`src/rtl/four_product_sum_sequencer.sv`:
```
// four_product_sum_sequencer
// Computes a0*b0 + a1*b1 + a2*b2 + a3*b3 with one shared registered multiplier
// and one accumulator. Operand pairs arrive over a valid/ready handshake. The
// sum leaves over a valid/ready handshake. Every flop updates on the falling
// edge of i_clk. Operand and result buses are MSB-first ([0:W-1]).
module four_product_sum_sequencer #(
   parameter int INPUT_WIDTH  = 14,
   parameter int OUTPUT_WIDTH = 30
) (
   input  logic                    i_clk,
   input  logic                    i_reset,
   input  logic                    i_in_valid,
   output logic                    o_in_ready,
   input  logic [0:INPUT_WIDTH-1]  i_a,
   input  logic [0:INPUT_WIDTH-1]  i_b,
   output logic                    o_out_valid,
   input  logic                    i_out_ready,
   output logic [0:OUTPUT_WIDTH-1] o_y,
   output logic [1:0]              o_pair_cnt
);

   localparam int PW = 2 * INPUT_WIDTH;

   localparam logic [1:0] S_IDLE    = 2'd0;
   localparam logic [1:0] S_COLLECT = 2'd1;
   localparam logic [1:0] S_DRAIN   = 2'd2;
   localparam logic [1:0] S_DONE    = 2'd3;

   logic [1:0]              r_state;
   logic [PW-1:0]           r_p;
   logic                    r_p_vld;
   logic [OUTPUT_WIDTH-1:0] r_acc;
   logic [OUTPUT_WIDTH-1:0] r_y;
   logic                    r_out_valid;
   logic [1:0]              r_pair_cnt;

   logic                    w_accept;
   logic [PW-1:0]           w_prod;
   logic [OUTPUT_WIDTH-1:0] w_sum;

   // Both handshake sides are decoded from state alone, so in_ready never
   // depends on in_valid.
   assign o_in_ready = (r_state == S_IDLE) || (r_state == S_COLLECT);
   assign w_accept   = i_in_valid & o_in_ready;

   // Operands are widened first so the multiply is evaluated at full width.
   assign w_prod = {{INPUT_WIDTH{1'b0}}, i_a} * {{INPUT_WIDTH{1'b0}}, i_b};
   assign w_sum  = r_acc + OUTPUT_WIDTH'(r_p);

   assign o_y         = r_y;
   assign o_out_valid = r_out_valid;
   assign o_pair_cnt  = r_pair_cnt;

   // Multiplier stage: register the product of each accepted pair. p_vld
   // marks that p still has to be folded into the accumulator.
   always_ff @(negedge i_clk) begin
      if (!i_reset) begin
         r_p     <= '0;
         r_p_vld <= 1'b0;
      end else if (w_accept) begin
         r_p     <= w_prod;
         r_p_vld <= 1'b1;
      end else begin
         r_p_vld <= 1'b0;
      end
   end

   // Accumulator: fold in each pending product. It is cleared when a result
   // is handed off, so the next sequence starts from zero.
   always_ff @(negedge i_clk) begin
      if (!i_reset) begin
         r_acc <= '0;
      end else if (r_state == S_DONE && i_out_ready) begin
         r_acc <= '0;
      end else if (r_p_vld) begin
         r_acc <= w_sum;
      end
   end

   // Sequencer: count four accepts, spend one edge draining the last product
   // into y, then hold the result until the consumer takes it.
   always_ff @(negedge i_clk) begin
      if (!i_reset) begin
         r_state     <= S_IDLE;
         r_pair_cnt  <= 2'd0;
         r_y         <= '0;
         r_out_valid <= 1'b0;
      end else begin
         case (r_state)
            S_IDLE: begin
               if (w_accept) begin
                  r_state    <= S_COLLECT;
                  r_pair_cnt <= 2'd1;
               end
            end
            S_COLLECT: begin
               if (w_accept) begin
                  // The 4th accept wraps the count back to 0.
                  r_pair_cnt <= r_pair_cnt + 2'd1;
                  if (r_pair_cnt == 2'd3) r_state <= S_DRAIN;
               end
            end
            S_DRAIN: begin
               r_y         <= w_sum;
               r_out_valid <= 1'b1;
               r_state     <= S_DONE;
            end
            default: begin
               if (i_out_ready) begin
                  r_out_valid <= 1'b0;
                  r_state     <= S_IDLE;
               end
            end
         endcase
      end
   end

endmodule

```
`config.mk`:
```
export PLATFORM = sky130hd
export DESIGN_NAME = four_product_sum_sequencer
export DESIGN_NICKNAME = d
export VERILOG_FILES = /design/src/rtl/four_product_sum_sequencer.sv
export SDC_FILE = /design/constraint.sdc
export NUM_CORES = 1
export LEC_CHECK = 0
export ABC_AREA = 1
export BUFFER_PORTS_ARGS = -buffer_cell sky130_fd_sc_hd__buf_2
export CORE_UTILIZATION = 25
export DETAILED_ROUTE_END_ITERATION = 12
export SYNTH_ARGS = -nofsm -noshare
export SYNTH_HDL_FRONTEND = slang
export SYNTH_SLANG_ARGS = --single-unit
```
`constraint.sdc`:
```
create_clock -name i_clk -period 6.5 [get_ports i_clk]
set_clock_uncertainty 0.15 [all_clocks]
set_input_delay 0.65 -clock i_clk [delete_from_list [all_inputs] [get_ports i_clk]]
set_output_delay 0.65 -clock i_clk [all_outputs]
set_load 0.02 [all_outputs]
```
* Yosys cells after proc, flatten, opt, wreduce, memory -nomap -nowiden
Cells that the tools add are included.
Cells by class: multiply operators 1, eq/ne operators 7, bitwise gates (word level) 3, muxes and demuxes 10, reductions and logical operators 11, add/sub/neg operators 2
Operators with widths (count):
- $add A30 B28 Y30 | 1
- $mul A14 B14 Y28 | 1
- $mux W2 | 5
- $eq A2 B2 Y1 const B | 3
- $pmux W2 S3 | 1
- $ne A2 B2 Y1 const B | 2
- $pmux W2 S2 | 1
- $reduce_and A4 Y1 | 1
- $reduce_bool A2 Y1 | 2
- $reduce_bool A4 Y1 | 1
- $reduce_or A2 Y1 | 2
- $reduce_and A3 Y1 | 1
- $add A2 B1 Y2 const B | 1
- $eq A2 B1 Y1 const B | 1
- $logic_not A2 Y1 | 1
- $mux W1 | 2
- $ne A2 B1 Y1 const B | 1
- $not A1 Y1 | 2
- $pmux W1 S2 | 1
- $reduce_and A2 Y1 | 1
- $and A1 B1 Y1 | 1
- $logic_and A1 B1 Y1 | 1
- $logic_or A1 B1 Y1 | 1
Word-level totals: register bits 94, logic and storage cells 41, output and inout port bits 34, input bits 32

* Longest topological paths before layout
Gate-level depths: netlist (run 1).
depth in word-level cells 5, depth in mapped cells 28, mapped depth without buffers 27

==> results of run 1 <==
-- path summary, 6_finish.rpt --
path	slack [ns]	cells past startpoint	endpoint
setup / recovery	-1.83	25	r_p[18]
hold / removal	0.31	2	o_out_valid
setup reg to reg	4.08	13	o_y[7]
hold reg to reg	0.31	2	o_out_valid
-- sequential cells by signal, indices dropped and copies added (netlist names) --
signal,count
o_y,30
r_acc,30
r_state,2
o_out_valid,1
r_p,28
o_pair_cnt,2
r_p_vld,1
-- cell usage after synthesis, drive strengths merged (2+ instances only) --
library cell / number
buf: 12
o21bai: 7
ha: 125
nor3: 9
a21o: 2
o21ai: 47
and2: 2
dfxtp: 94
a211oi: 2
nand3: 92
clkbuf: 41
xor2: 17
fa: 142
nand2: 577
nand4: 11
xnor2: 7
or2: 2
a21oi: 57
nor2: 228
o211ai: 3
inv: 483
-- what timing repair did --
item                                    CTS  global route
endpoints found under the hold margin     0             0
buffers inserted                          6             7
resized for setup                       129            48
pin swaps                                71            34
hold buffers                              0             0
endpoints found under the setup margin   24            24
-- cell families (layout without fill, tap and decap cells) --
kind of cell | Yosys count | in the layout | share of synthesized area
XOR/XNOR | 24 | 24 | 0.0161
adder cells (fa/ha/maj) | 267 | 267 | 0.338
flip-flops | 94 | 94 | 0.144
AND/OR/NAND/NOR | 922 | 922 | 0.286
AO/OA/AOI/OAI | 124 | 124 | 0.0552
buffers and inverters | 538 | 787 | 0.160
-- placed cells by master, fill, tap and decap left out, types with 4 or more instances in the layout --
cell	count
inv_1	548
nand2_1	521
nor2_1	209
fa_1	140
buf_4	103
ha_1	100
dfxtp_1	94
nand3_1	76
buf_2	49
a21oi_1	40
nand2_2	35
o21ai_0	34
buf_6	32
inv_2	26
ha_4	24
nand2_4	20
xor2_1	15
nand3_2	14
nor2_2	13
o21ai_1	12
nand4_1	11
a21oi_2	9
clkbuf_16	9
a21oi_4	8
buf_12	8
nor2_4	6
xnor2_1	6
o21bai_1	4
nor3_1	4
-- area by class of cell --
type	count	area, µm²	area share
Timing Repair Buffer	195	1580	0.0950
Tap cell	680	851	0.0510
Multi-Input combinational cell	1337	9880	0.592
Sequential cell	94	1880	0.113
Clock inverter	101	435	0.0261
Clock buffer	9	225	0.0135
Inverter	482	1820	0.109
-- through the flow --
stage | power [mW] | cell area, µm² | hold slack, ns
2_1_floorplan | 5.47 | 13500 | 0.295
3_3_place_gp | 7.57 | 15200 | 0.299
3_5_place_dp | 7.56 | 15200 | 0.302
4_1_cts | 9.15 | 16400 | 0.309
5_1_grt | 10.4 | 16700 | 0.327
6_report | 9.35 | 16700 | 0.312
-- critical path, stage by stage --
cell	delay, ns
buf_12	0.11
nand2_4	0.05
inv_2	0.03
fa_1	0.53
inv_1	0.05
fa_1	0.49
inv_1	0.05
fa_1	0.47
inv_1	0.05
fa_1	0.49
inv_2	0.04
fa_1	0.47
inv_1	0.05
fa_1	0.49
inv_2	0.05
ha_4	0.27
nand2_4	0.10
inv_4	0.04
a21oi_4	0.15
nand2_4	0.09
a21oi_2	0.13
xor2_1	0.21
nand2_1	0.07
nand2_1	0.07
inv_1	0.03
-- layer usage --
| layer | global-route usage | wire [µm] | vias up |
|---|---|---|---|
| met5 | 0 | 0 | - |
| met4 | 0.0358 | 578 | 0 |
| met3 | 0.0285 | 1050 | 37 |
| met2 | 0.243 | 17100 | 163 |
| met1 | 0.168 | 16000 | 5585 |
| li1 | - | - | 6281 |
-- power by group through the flow --
stage / Sequential [mW] / Clock (mW) / Combinational, mW
2_1_floorplan: 0.940 / 0.0885 / 4.44
3_3_place_gp: 0.900 / 0.0885 / 6.58
3_5_place_dp: 0.901 / 0.0885 / 6.57
4_1_cts: 0.895 / 0.808 / 7.45
5_1_grt: 0.910 / 0.882 / 8.64
6_report: 0.890 / 0.763 / 7.70
==> reports/results.ini, run 1 <==
[grt]
track_usage = 0.137
grt_pass1_vias = 12456
grt_max_degree = 48
grt_pass1_wl_um = 59300
antenna_found_initial = 0
grt_remaining_overflow = 0

[synth]
ys_ff_latch = 94
ys_seq_area_frac = 0.144
yosysTopAreaCellShare = 0.218
synth_nets = 2268
synth_top_area_cell = fa_1
synthesis.area_um2 = 13000
synth.area.top_cells = fa_1 (22%), nand2_1 (16%), dfxtp_1 (14%), inv_1 (14%), ha_1 (12%)
postSynthAreaPerCell_um2 = 6.61
synth_edf_count = 0
yosys_warnings = 0
synth_ff_type = dfxtp_1
async_reset_ff_frac = 0
synth_cell_type_count = 42
syn_inst = 1969

[timing]
finalSetupTns_ns = -38.00
rsz0062_at_grt = true
setup_ws_ns = -1.83
relSlewSlack = 0.578
setup_viol = 24
worst_pin_slew_ns = 0.632
slew_viol_final = 0
final_hold_viol_count = 0

[cells_and_area]
finalNetCount = 2512
antennaDiodeCount = 0
drive_gt1_frac = 0.176
nFillCells = 5562
final_util = 0.324
area_growth_pct = 28.0
final_cells = 2898

[floorplan]
initial_utilization = 0.253
core_area_um2 = 51400
die_w_um = 230
die_y_um = 230
rows = 83
io_pins = 66
design.die.area_um2 = 53000

[route]
drt_iter0_markers = 495
wl_per_cell_um = 12.0
vias_per_cell = 4.16
drt-total-wl_um = 34600
ant_nets = 0
vias = 12066
firstDrtPassIters = 5
drc = 0

[clocking]
clockBufferDepth = 2
cts_num_sinks = 94
cts_max_level = 3
cts_tree = built
clock_latency_ns = 0.42
cts_made_buffers = 9
path_clk_slew_ns = 0.04
root_buffer = clkbuf_16

[worst_setup_path]
worstPathMaxFanout = 5
arrival_ns = 5.24
critPathLaunch = i_a[8]
cp-start-kind = primary input
crit_required_ns = 3.41
worstSetupPathType = primary input to flop
regToRegStartpoint = r_p[0]
critical_path.endpoint_type = flop

[power]
intPower_mw = 4.41
power.leakage_nw = 9.87
netSwitchingFraction = 0.529
p_clk_frac = 0.082
p_switching_mw = 4.95
vdd_ir_drop_max_v = 0.000503
power_density_nw_per_um2 = 561
p_comb_frac = 0.823
seq_power_share = 0.095

[placement]
post-place-ws_ns = -2.33
numPlacedInstances = 2777
hpwlAfterDp_um = 28900
port_buffers = 65
place.gp.congestion = 0.919

[min_path]
hold_path.startpoint = o_out_valid
hold_class = flop to flop

[status]
status = finished with violations
violations = setup timing

[flow_run]
drv_cap = 0

Power figures use the tool's default switching activity.
==> inputs of run 2 (changes only) <==
--- a/config.mk
+++ b/config.mk
@@ -7,6 +7,7 @@
 export LEC_CHECK = 0
 export ABC_AREA = 1
 export BUFFER_PORTS_ARGS = -buffer_cell sky130_fd_sc_hd__buf_2
+export CORE_MARGIN = 4
 export CORE_UTILIZATION = 25
 export DETAILED_ROUTE_END_ITERATION = 12
 export SYNTH_ARGS = -nofsm -noshare
==> reports/results.ini, run 2 (synthesis gave the netlist of run 1 again) <==
[status]
status = finished with violations
violations = setup timing

[route]
route.met3.wl_um = 1290
route.met2.wl_um = 17100
vias_per_cell = 4.22
wl_per_cell_um = 12.1
firstDrtPassIters = 7
drc = 0
wl_met1_um = 15600
drt-total-wl_um = 35100
drt_iter0_markers = 545
vias = 12207
top_layer = met4
ant_nets = 0

[power]
vdd_ir_drop_max_v = 0.000581
power_density_nw_per_um2 = 572
power.leakage_nw = 9.93
total_power_mw = 9.61

[timing]
rsz0062_at_grt = true
worst_pin_slew_ns = 0.597
fin_hold_ws_ns = 0.306
final_hold_viol_count = 0
relSlewSlack = 0.601
setup_ws_ns = -1.83
setup_viol = 24
slew_viol_final = 0

[grt]
grt_pass1_wl_um = 59500
grt_pass1_vias = 12491
antenna_found_initial = 1
grt_remaining_overflow = 0
track_usage = 0.128
grt_max_degree = 49

[clocking]
clock_latency_ns = 0.43
cts_num_sinks = 94
path_clk_slew_ns = 0.03
clockBufferDepth = 2
root_buffer = clkbuf_16
cts_made_buffers = 9
cts_tree = built
cts_max_level = 3

[cells_and_area]
area_growth_pct = 29.1
final_common_cell = inv_1
drive_gt1_frac = 0.188
finalNetCount = 2509
final_cell_mix = inv_1 (536), nand2_1 (513), nor2_1 (207), fa_1 (136), ha_1 (101)

[min_path]
hold_class = flop to flop
worstHoldPathCells = 2

[worst_setup_path]
arrival_ns = 5.24
crit_required_ns = 3.41
worstSetupPathType = primary input to flop
cp-start-kind = primary input
worstPathMaxFanout = 7
reg2reg_depth = 13
critical_path.endpoint_type = flop

[floorplan]
initial_utilization = 0.253
rows = 83
die_w_um = 236
core_area_um2 = 51400
io_pins = 66
die_y_um = 236
design.die.area_um2 = 55800

[placement]
place.gp.congestion = 0.931
hpwlAfterDp_um = 28900
port_buffers = 65

[flow_run]
drv_cap = 0

==> run 2: changes by cell type in the layout (fill, tap and decap cells not counted), sizes merged <==
cell,previous run,this run
bufinv,0,2
clkinvlp,1,0
diode,0,1
buf,195,192
clkinv,3,0
inv,579,581
==> run 2: stage by stage <==
step	setup TNS [ns]	worst slack (ns)	cell area, µm²	instances	utilization
final	-37.93	-1.83	16800	2896	0.327
after detailed placement	-50.44	-2.34	15300	2776	0.297
after global placement	-50.52	-2.34	15300	2776	0.297
after floorplan	-41.81	-2.03	13500	1969	-
after global routing	-42.54	-2.03	16800	2895	0.327
after CTS	-37.50	-1.79	16400	2887	0.319
==> run 2: where the power goes <==
group | total [mW] | switching, mW | internal, mW
clock network | 0.823 | 0.403 | 0.420
registers | 0.891 | 0.124 | 0.767
logic | 7.90 | 4.51 | 3.39
total | 9.61 | 5.04 | 4.57
==> run 2: path summary, 6_finish.rpt <==
path,startpoint,end,slack [ns]
setup reg to reg,r_p[0],o_y[7],4.03
hold / removal,o_out_valid,o_out_valid,0.31
setup / recovery,i_b[9],r_p[18],-1.83
hold reg to reg,o_out_valid,o_out_valid,0.31
==> run 2: critical path, cell delays in order <==
cell and delay (ns):
buf_12 0.11, nand2_4 0.06, inv_2 0.04, fa_1 0.52
inv_1 0.05, fa_1 0.47, inv_1 0.05, fa_1 0.47
inv_1 0.05, fa_1 0.47, inv_1 0.05, fa_1 0.48
inv_1 0.05, fa_1 0.50, inv_2 0.05, ha_4 0.25
nand2_4 0.08, inv_2 0.04, a21oi_2 0.13, nand2_2 0.11
buf_6 0.14, a21oi_2 0.11, xor2_1 0.14, nand2_1 0.07
nand2_1 0.08, inv_1 0.03
==> run 2: final cells by class <==
type,instances,area (µm²)
inverters,482,1810
multi-input cells,1337,9930
diodes,1,2.50
fillers,5532,34600
well taps,680,851
clock buffers,9,225
repair buffers,192,1660
flip-flops and latches,94,1880
clock inverters,101,454
==> run 2: what timing repair did <==
item	4_1_cts	5_1_grt
setup buffers	2	8
pin swaps	62	57
hold buffers	0	0
endpoints found under the setup margin	24	24
gates resized for setup	128	86
==> run 2: layer usage <==
layer,vias to the layer above,GRT usage
met5,-,0
met4,0,0.0483
met3,60,0.0240
met2,219,0.224
met1,5649,0.157
li1,6279,-
